`config.mk`:
```
export PLATFORM = sky130hd
export DESIGN_NAME = sul_jump_engine_flat
export DESIGN_NICKNAME = d
export VERILOG_FILES = /design/src/rtl/sul_jump_engine_pkg.sv /design/src/rtl/sul_jump_engine_if.sv /design/src/rtl/sul_jump_engine_sul.sv /design/src/rtl/sul_jump_engine.sv /design/src/flat_wrapper.sv
export SDC_FILE = /design/constraint.sdc
export NUM_CORES = 1
export LEC_CHECK = 0
export ABC_AREA = 1
export BUFFER_PORTS_ARGS = -buffer_cell sky130_fd_sc_hd__buf_2
export CAP_MARGIN = 20
export CORE_AREA = 2 2 115 117
export CTS_CLUSTER_DIAMETER = 50
export DETAILED_ROUTE_END_ITERATION = 10
export DIE_AREA = 0 0 117 119
export SYNTH_ARGS = -nofsm -noshare
export SYNTH_HDL_FRONTEND = slang
export SYNTH_SLANG_ARGS = --single-unit
```
`constraint.sdc`:
```
create_clock -name clock -period 4.13 [get_ports clock]
set_input_delay 0.2065 -clock clock [delete_from_list [all_inputs] [get_ports clock]]
set_output_delay 0.2065 -clock clock [all_outputs]
set_load 0.1 [all_outputs]
```
`src/rtl/sul_jump_engine_pkg.sv`:
```
// sul_jump_engine_pkg: shared board geometry, hop counter width and FSM states for the up-left jump engine
package sul_jump_engine_pkg;
    localparam int BOARD_W = 32;
    localparam int ROW_W = 4;
    localparam int HOP_W = 3;
    typedef enum logic [1:0] {IDLE, SCAN, DONE} state_t;
endpackage

```
`src/rtl/sul_jump_engine_if.sv`:
```
// sul_jump_engine_if: request/result bundle between move generation and the jump engine
interface sul_jump_engine_if;
    import sul_jump_engine_pkg::*;
    logic start;
    logic [BOARD_W-1:0] board_own;
    logic [BOARD_W-1:0] board_opp;
    logic busy;
    logic done;
    logic [BOARD_W-1:0] land_mask;
    logic [HOP_W-1:0] hops;
    modport master (output start, board_own, board_opp, input busy, done, land_mask, hops);
    modport slave (input start, board_own, board_opp, output busy, done, land_mask, hops);
endinterface

```
`src/rtl/sul_jump_engine_sul.sv`:
```
// sul_jump_engine_sul: up-left board shift, each output row taken from the row below it
module sul_jump_engine_sul
    import sul_jump_engine_pkg::*;
(
    input  logic [BOARD_W-1:0] a,
    output logic [BOARD_W-1:0] s
);
    logic unused_bits;
    assign unused_bits = ^{a[24], a[16], a[8], a[3:0]};
    for (genvar r = 0; r < 8; r++) begin : g_r
        for (genvar c = 0; c < ROW_W; c++) begin : g_c
            // odd rows pull from one column to the right; their last column has no source
            if (r == 7 || (r % 2 == 1 && c == ROW_W - 1)) begin : g_zero
                assign s[ROW_W*r+c] = 1'b0;
            end else begin : g_map
                assign s[ROW_W*r+c] = a[ROW_W*(r+1)+c+(r%2)];
            end
        end
    end
endmodule

```
`src/rtl/sul_jump_engine.sv`:
```
// sul_jump_engine: iterates up-left single captures from latched boards, one hop per cycle,
// returning the union of landing squares and the hop count
module sul_jump_engine
    import sul_jump_engine_pkg::*;
#(
    parameter int MAX_HOPS = 7
) (
    input logic clock,
    input logic reset,
    sul_jump_engine_if.slave bus
);
    state_t state;
    logic [BOARD_W-1:0] opp_r, empty_r, frontier, mask_r, shift_f, cap, shift_c, land;
    logic [HOP_W-1:0] hops_r;
    logic busy_r, done_r;

    sul_jump_engine_sul u_sul_frontier (.a(frontier), .s(shift_f));
    sul_jump_engine_sul u_sul_cap (.a(cap), .s(shift_c));

    assign cap = shift_f & opp_r;
    assign land = shift_c & empty_r & ~mask_r;
    assign bus.busy = busy_r;
    assign bus.done = done_r;
    assign bus.land_mask = mask_r;
    assign bus.hops = hops_r;

    always_ff @(posedge clock or posedge reset) begin
        if (reset) begin
            state <= IDLE;
            opp_r <= '0;
            empty_r <= '0;
            frontier <= '0;
            mask_r <= '0;
            hops_r <= '0;
            busy_r <= 1'b0;
            done_r <= 1'b0;
        end else begin
            case (state)
                IDLE: if (bus.start) begin
                    opp_r <= bus.board_opp;
                    empty_r <= ~(bus.board_own | bus.board_opp);
                    frontier <= bus.board_own;
                    mask_r <= '0;
                    hops_r <= '0;
                    busy_r <= 1'b1;
                    state <= SCAN;
                end
                SCAN: if (land == '0 || hops_r == HOP_W'(MAX_HOPS)) begin
                    done_r <= 1'b1;
                    state <= DONE;
                end else begin
                    // captured pieces leave the board and their squares become landable
                    mask_r <= mask_r | land;
                    frontier <= land;
                    opp_r <= opp_r & ~cap;
                    empty_r <= empty_r | cap;
                    hops_r <= hops_r + 1'b1;
                end
                DONE: begin
                    done_r <= 1'b0;
                    busy_r <= 1'b0;
                    state <= IDLE;
                end
                default: state <= IDLE;
            endcase
        end
    end
endmodule

```
`src/flat_wrapper.sv`:
```
// flat-port wrapper written by rule: the top's interface ports become plain ports
module sul_jump_engine_flat import sul_jump_engine_pkg::*;
#(
    parameter int MAX_HOPS = 7
)
  (clock, reset, bus_start, bus_board_own, bus_board_opp, bus_busy, bus_done, bus_land_mask, bus_hops);
  sul_jump_engine_if bus_i ();
  input logic clock;
  input logic reset;
  input wire logic [$bits(bus_i.start)-1:0] bus_start;
  input wire logic [$bits(bus_i.board_own)-1:0] bus_board_own;
  input wire logic [$bits(bus_i.board_opp)-1:0] bus_board_opp;
  output wire logic [$bits(bus_i.busy)-1:0] bus_busy;
  output wire logic [$bits(bus_i.done)-1:0] bus_done;
  output wire logic [$bits(bus_i.land_mask)-1:0] bus_land_mask;
  output wire logic [$bits(bus_i.hops)-1:0] bus_hops;
  assign bus_i.start = bus_start;
  assign bus_i.board_own = bus_board_own;
  assign bus_i.board_opp = bus_board_opp;
  assign bus_busy = bus_i.busy;
  assign bus_done = bus_i.done;
  assign bus_land_mask = bus_i.land_mask;
  assign bus_hops = bus_i.hops;
  sul_jump_engine #(.MAX_HOPS(MAX_HOPS)) u_core (.clock(clock), .reset(reset), .bus(bus_i));
endmodule
```
# Yosys cells after proc, flatten, opt, wreduce, memory -nomap -nowiden
# Index checks and enable logic that the tools add are counted.
op_classes:
  n_addsub: 1
  n_eq_ne: 6
  n_mux: 22
  n_bitwise: 10
  reduce_logical: 10
op_table:
  columns: ["cell", "count"]
  rows:
  - ["32-bit two-way mux", 8]
  - ["32-bit one-hot mux with 2 select lines", 4]
  - ["32-bit NOT", 3]
  - ["32-bit OR", 3]
  - ["28-bit by 32-bit AND with 32-bit output", 2]
  - ["32-bit AND", 2]
  - ["32-bit logical NOT", 1]
  - ["3-bit two-way mux", 2]
  - ["3-bit one-hot mux with 2 select lines", 1]
  - ["2-bit AND reduction", 3]
  - ["2-bit nonzero test", 3]
  - ["2-bit two-way mux", 2]
  - ["2-bit inequality test, second input constant", 2]
  - ["1-bit one-hot mux with 2 select lines", 2]
  - ["2-bit one-hot mux with 2 select lines", 1]
  - ["3-bit by 1-bit adder with 3-bit output, second input constant", 1]
  - ["3-bit == test, second input constant", 1]
  - ["3-bit AND reduction", 1]
  - ["2-bit by 1-bit == test with 1-bit output, second input constant", 1]
  - ["2-bit == test, second input constant", 1]
  - ["2-bit logical NOT", 1]
  - ["1-bit two-way mux", 2]
  - ["2-bit by 1-bit inequality test with 1-bit output, second input constant", 1]
  - ["1-bit logical OR", 1]
totals:
  ff_bits: 135
  in_bits: 67
  output_inout_bits: 37
  elab_cells: 57

# Longest topological paths before layout
depth:
  ltp_word: 7
  mapped_depth: 12
  ltp_nobuf: 10

# Hierarchy
# A second synthesis with hierarchy kept.
hier_totals:
  hier_cells: 1118
  area_unflattened_um2: 8056.5
by_module_without_submodules:
  columns: ["mod", "instances", "cells_per_inst", "area_each_um2", "seq_area_each_um2"]
  rows:
  - ["sul_jump_engine", 1, 1052, 7568.5, 3378.2]
  - ["sul_jump_engine_sul", 2, 33, 244.0, 0.0]

# Least setup slack after synthesis
# Ideal clock, no wire load.
synth_path:
  path_type: "reg2reg"
  from: "reg u_core.mask_r[9] (netlist: u_core.bus.land_mask[9])"
  to: "reg u_core.mask_r[0] (netlist: u_core.bus.land_mask[0])"
  setup_ns: 0.121
  arrival_ns: 2.019
  t_required_ns: 4.009
  path_slack_ns: 1.990
  stages_incl_launch_ff: 12
  n_path_buf: 2
  synth_period_minus_slack_ns: 2.140
  cell_sequence: "dfrtp_1 -> inv_1 -> nand3_1 -> o21ai_0 -> nor2_1 -> nand3_2 -> nand2_2 -> nand2_1 -> buf_6 -> buf_6 -> nand2_1 -> nand2_1"
synth_via:
  elab_chain_cells: 6
synth_lines:
  columns: ["item", "line", "rtl"]
  rows:
  - ["start, declared", "sul_jump_engine.sv:13", "logic [BOARD_W-1:0] opp_r, empty_r, frontier, mask_r, shift_f, cap, shift_c, land;"]
  - ["start signal, assigned", "sul_jump_engine.sv:53", "mask_r <= mask_r | land;"]
  - ["32-bit NOT", "sul_jump_engine.sv:21", "assign land = shift_c & empty_r & ~mask_r;"]
  - ["32-bit AND", "sul_jump_engine.sv:21", null]
  - ["32-bit logical NOT", "sul_jump_engine.sv:48", "SCAN: if (land == '0 || hops_r == HOP_W'(MAX_HOPS)) begin"]
  - ["1-bit logical OR", "sul_jump_engine.sv:48", null]
  - ["2-bit inequality test (no source line)", null, null]
  - ["3-bit AND reduction (no source line)", null, null]
# No other way between the ends.
# A chain may end at the register's enable or synchronous reset.

# Worst setup path after layout
layout_path:
  from: "reg u_core.empty_r[20]"
  to: "reg u_core.frontier[17]"
layout_via:
  elab_chain_cells: 6
layout_lines:
  columns: ["item", "line", "rtl"]
  rows:
  - ["start, declared", "sul_jump_engine.sv:13", null]
  - ["start signal, assigned", "sul_jump_engine.sv:41", "empty_r <= ~(bus.board_own | bus.board_opp);"]
  - ["start signal, assigned", "sul_jump_engine.sv:56", "empty_r <= empty_r | cap;"]
  - ["28-bit by 32-bit AND with 32-bit output", "sul_jump_engine.sv:21", null]
  - ["32-bit AND", "sul_jump_engine.sv:21", null]
  - ["32-bit logical NOT", "sul_jump_engine.sv:48", null]
  - ["1-bit logical OR", "sul_jump_engine.sv:48", null]
  - ["2-bit inequality test (no source line)", null, null]
  - ["3-bit AND reduction (no source line)", null, null]
  - ["end signal, assigned", "sul_jump_engine.sv:42", "frontier <= bus.board_own;"]
  - ["end signal, assigned", "sul_jump_engine.sv:54", "frontier <= land;"]
  - ["end, declared", "sul_jump_engine.sv:13", null]
# No other way between the ends.

==> summary.md <==
| Metric | Value |
|---|---|
| Initial antenna violation count | `0` |
| P_leak | `approximately 3.2 nW` |
| DR vias/cell | `4.94` |
| Unrepaired setup endpoints after global routing | `false` |
| Initial Utilization | `38.4%` |
| Finish-stage setup viols | `0` |
| Routed wire length | `between 10 and 15 mm` |
| Post-synthesis sequential area ratio | `between 40% and 50%` |
| Hold Crit Class | `input pin to flip-flop` |
| Status | `complete, no violations` |
| Total number of vias | `4640` |
| Worst path arrival time | `2.71 ns` |
| I/O Pins | `104` |
| Die Ht | `about 120 um` |
| Required time of the critical path | `between 4 and 5 ns` |
| Clock tree from TritonCTS | `yes` |
| Maximum clock rate | `~410 MHz` |
| Post-Syn Area | `0.00495 sq mm` |
| Cts repair resizes | `0` |
| DRC | `0` |
| Avg Cell Area, Syn | `approximately 7 sq um` |
| Largest net degree at the start of global routing | `84` |
| ANT nets after route | `0` |
| Final hold violations | `0` |
| Setup crit start kind | `flip-flop` |
| Max-slew violation count | `0` |
| Yosys reg bits | `89` |
| Post-DP HPWL | `8.35 mm` |
| DR pass1 iterations | `4` |
| CP max FO | `83` |
| Post-CTS Setup Repair Bufs | `0` |
| Area delta synth->final | `16.5%` |
| Netlist cell types | `22` |
| Measured slew at the worst slew-check pin | `0.827 ns` |
| Vias in the first global route | `~4400` |
| Clock-pin slew on the worst setup and hold paths | `0.07 ns` |
| GP Congestion | `0.819` |
| Initial drt markers | `357` |
| CTS buffer count | `9` |
| Final instance area | `0.00576 sq mm` |
| DIE AREA | `0.0139 sq mm` |
| Routed WL per cell | `13.8 um` |
| Total congestion overflow | `0` |
| Placement-stage cell area | `0.00535 sq mm` |
| Final period util | `around three fifths` |
| Clk sink count | `89` |
| WS Path Type | `flip-flop to flip-flop` |
| Core ar. | `~0.013 sq mm` |
| Antenna fix cells | `0` |
| Critical path capture point type | `flip-flop` |
| Die Width | `117 um` |
| Worst skew pair latency | `0.34 ns` |
| Htree depth | `3` |
| Nets@finish | `828` |
| Power Total | `4.33 mW` |
| Layout cell share with drive strength beyond 1 | `between 10 and 15%` |
| Max-cap violation count | `0` |
| Clock Path Buffers | `2` |
| Clk_skew | `0.00731 ns` |
| Slew Limit Headroom | `44.9%` |
| Root Buffer | `clkbuf_16` |
| Core Rows | `42` |
| Total negative slack | `0 ns` |
| Pwr Density | `752 mW/mm^2` |
| Util after Layout | `between 40% and 50%` |
| Port Buffers | `76` |
| Post-Syn Instances | `701` |
| Peak VDD IR | `roughly 0.34 mV` |
| First-pass GRT wire length | `21.6 mm` |
| Total of warnings raised by yosys | `0` |
| Tmin final | `2.44 ns` |
| Overall Global Routing Usage | `between 10% and 20%` |
routing by layer:
metal | track usage [%] | vias to the layer above | part of all wire [%]
li1 | - | 2308 | -
met1 | 26.5 | 2191 | 45
met2 | 31.5 | 123 | 48
met3 | 2.70 | 18 | 5.2
met4 | 7.65 | 0 | 2.0
met5 | 0 | - | 0
cell type report:
class | count | area, sq um
fill | 1300 | 7110
inverter | 63 | 238
tap | 176 | 220
timing repair buffer | 86 | 490
sequential | 89 | 2230
multi-input combinational | 510 | 2210
clock inverter | 5 | 125
clock buffer | 11 | 253
cells in the mapped netlist:
master    number  area (sq um)
nand4_1        1          6.26
buf_1          2          7.51
inv_2          1          3.75
buf_6          8          90.1
buf_2          5          25.0
nand2_1      262           983
clkinv_1       1          3.75
nor2_1        45           169
conb_1         1          3.75
o22ai_1        5          31.3
ha_1           2          25.0
nand2_2        1          6.26
nand3_2        1          10.0
o21ai_0       43           215
clkbuf_1      19          71.3
inv_1         61           229
nor3_2         1          10.0
nand3b_1       8          60.1
nand3_1       98           490
buf_4         18           135
dfrtp_1       89          2230
a21oi_1       29           145
registers in the layout, summed over array words and instances (netlist names):
signal,count
u_core.state,2
u_core.bus.land_mask,18
u_core.bus.done,1
u_core.bus.busy,1
u_core.bus.hops,3
u_core.opp_r,23
u_core.frontier,23
u_core.empty_r,18
layout by cell type, fill, tap and decap left out, drive strengths merged, types with 4 or more instances in the layout:
cell type and instances:
o22ai 5, bufinv 4, a21oi 29, clkbuf 11, buf 85, nand3b 8
conb 14, nor2 45, o21ai 43, inv 61, dfrtp 89, nand3 99
nand2 263
where the power goes:
part,leakage (nW),switching (mW),internal (mW)
combinational,1.89,1.34,0.494
sequential,1.15,0.266,1.20
clock,0.186,0.346,0.685
total,3.22,1.96,2.38
logic make-up (layout without fill, tap and decap cells):
family	after synthesis	after routing	synth area share, %
compound gates	77	77	7.91
fa+ha+maj	2	2	0.506
buf+inv	115	165	11.4
flops	89	89	45.0
other cells	1	14	0.0758
simple gates	417	417	35.1
metrics by stage:
step | setup WS (ns) | cells | hold slack, ns
after detailed placement | 1.74 | 922 | 0.420
after CTS | 1.73 | 938 | 0.0618
after global placement | 1.78 | 922 | 0.416
final | 1.69 | 940 | 0.0661
after global routing | 1.47 | 940 | 0.0802
after floorplan | 1.62 | 714 | 0.327
final timing paths:
path | start | endpoint | slack (ns) | cells past startpoint
max | u_core.empty_r[20]$_DFFE_PP0P_ | u_core.frontier[17]$_DFFE_PP0P_ | 1.69 | 11
max reg2reg | u_core.empty_r[20]$_DFFE_PP0P_ | u_core.frontier[17]$_DFFE_PP0P_ | 1.69 | 11
min reg2reg | u_core.bus.busy$_DFFE_PP0P_ | u_core.bus.busy$_DFFE_PP0P_ | 0.52 | 2
max in group asynchronous | reset | u_core.bus.land_mask[9]$_DFFE_PP0P_ | 3.11 | 4
min in group asynchronous | reset | u_core.frontier[22]$_DFFE_PP0P_ | 0.31 | 3
min | bus_board_own[23] | u_core.frontier[23]$_DFFE_PP0P_ | 0.07 | 3
critical path, stage by stage (launching register included):
cell and delay, ns:
dfrtp_1 0.39, nand3_1 0.11, nor2_1 0.26, nor2_1 0.09
nand2_1 0.07, nor2_1 0.04, nand3_2 0.10, nand2_2 0.45
nand2_2 0.24, buf_12 0.31, nand2_1 0.13, nand2_1 0.09
timing repair:
item                                    4_1_cts  5_1_grt
endpoints found under the hold margin         0        6
hold buffers                                  0        1
endpoints found under the setup margin        0        0
Power figures use the tool's default switching activity.
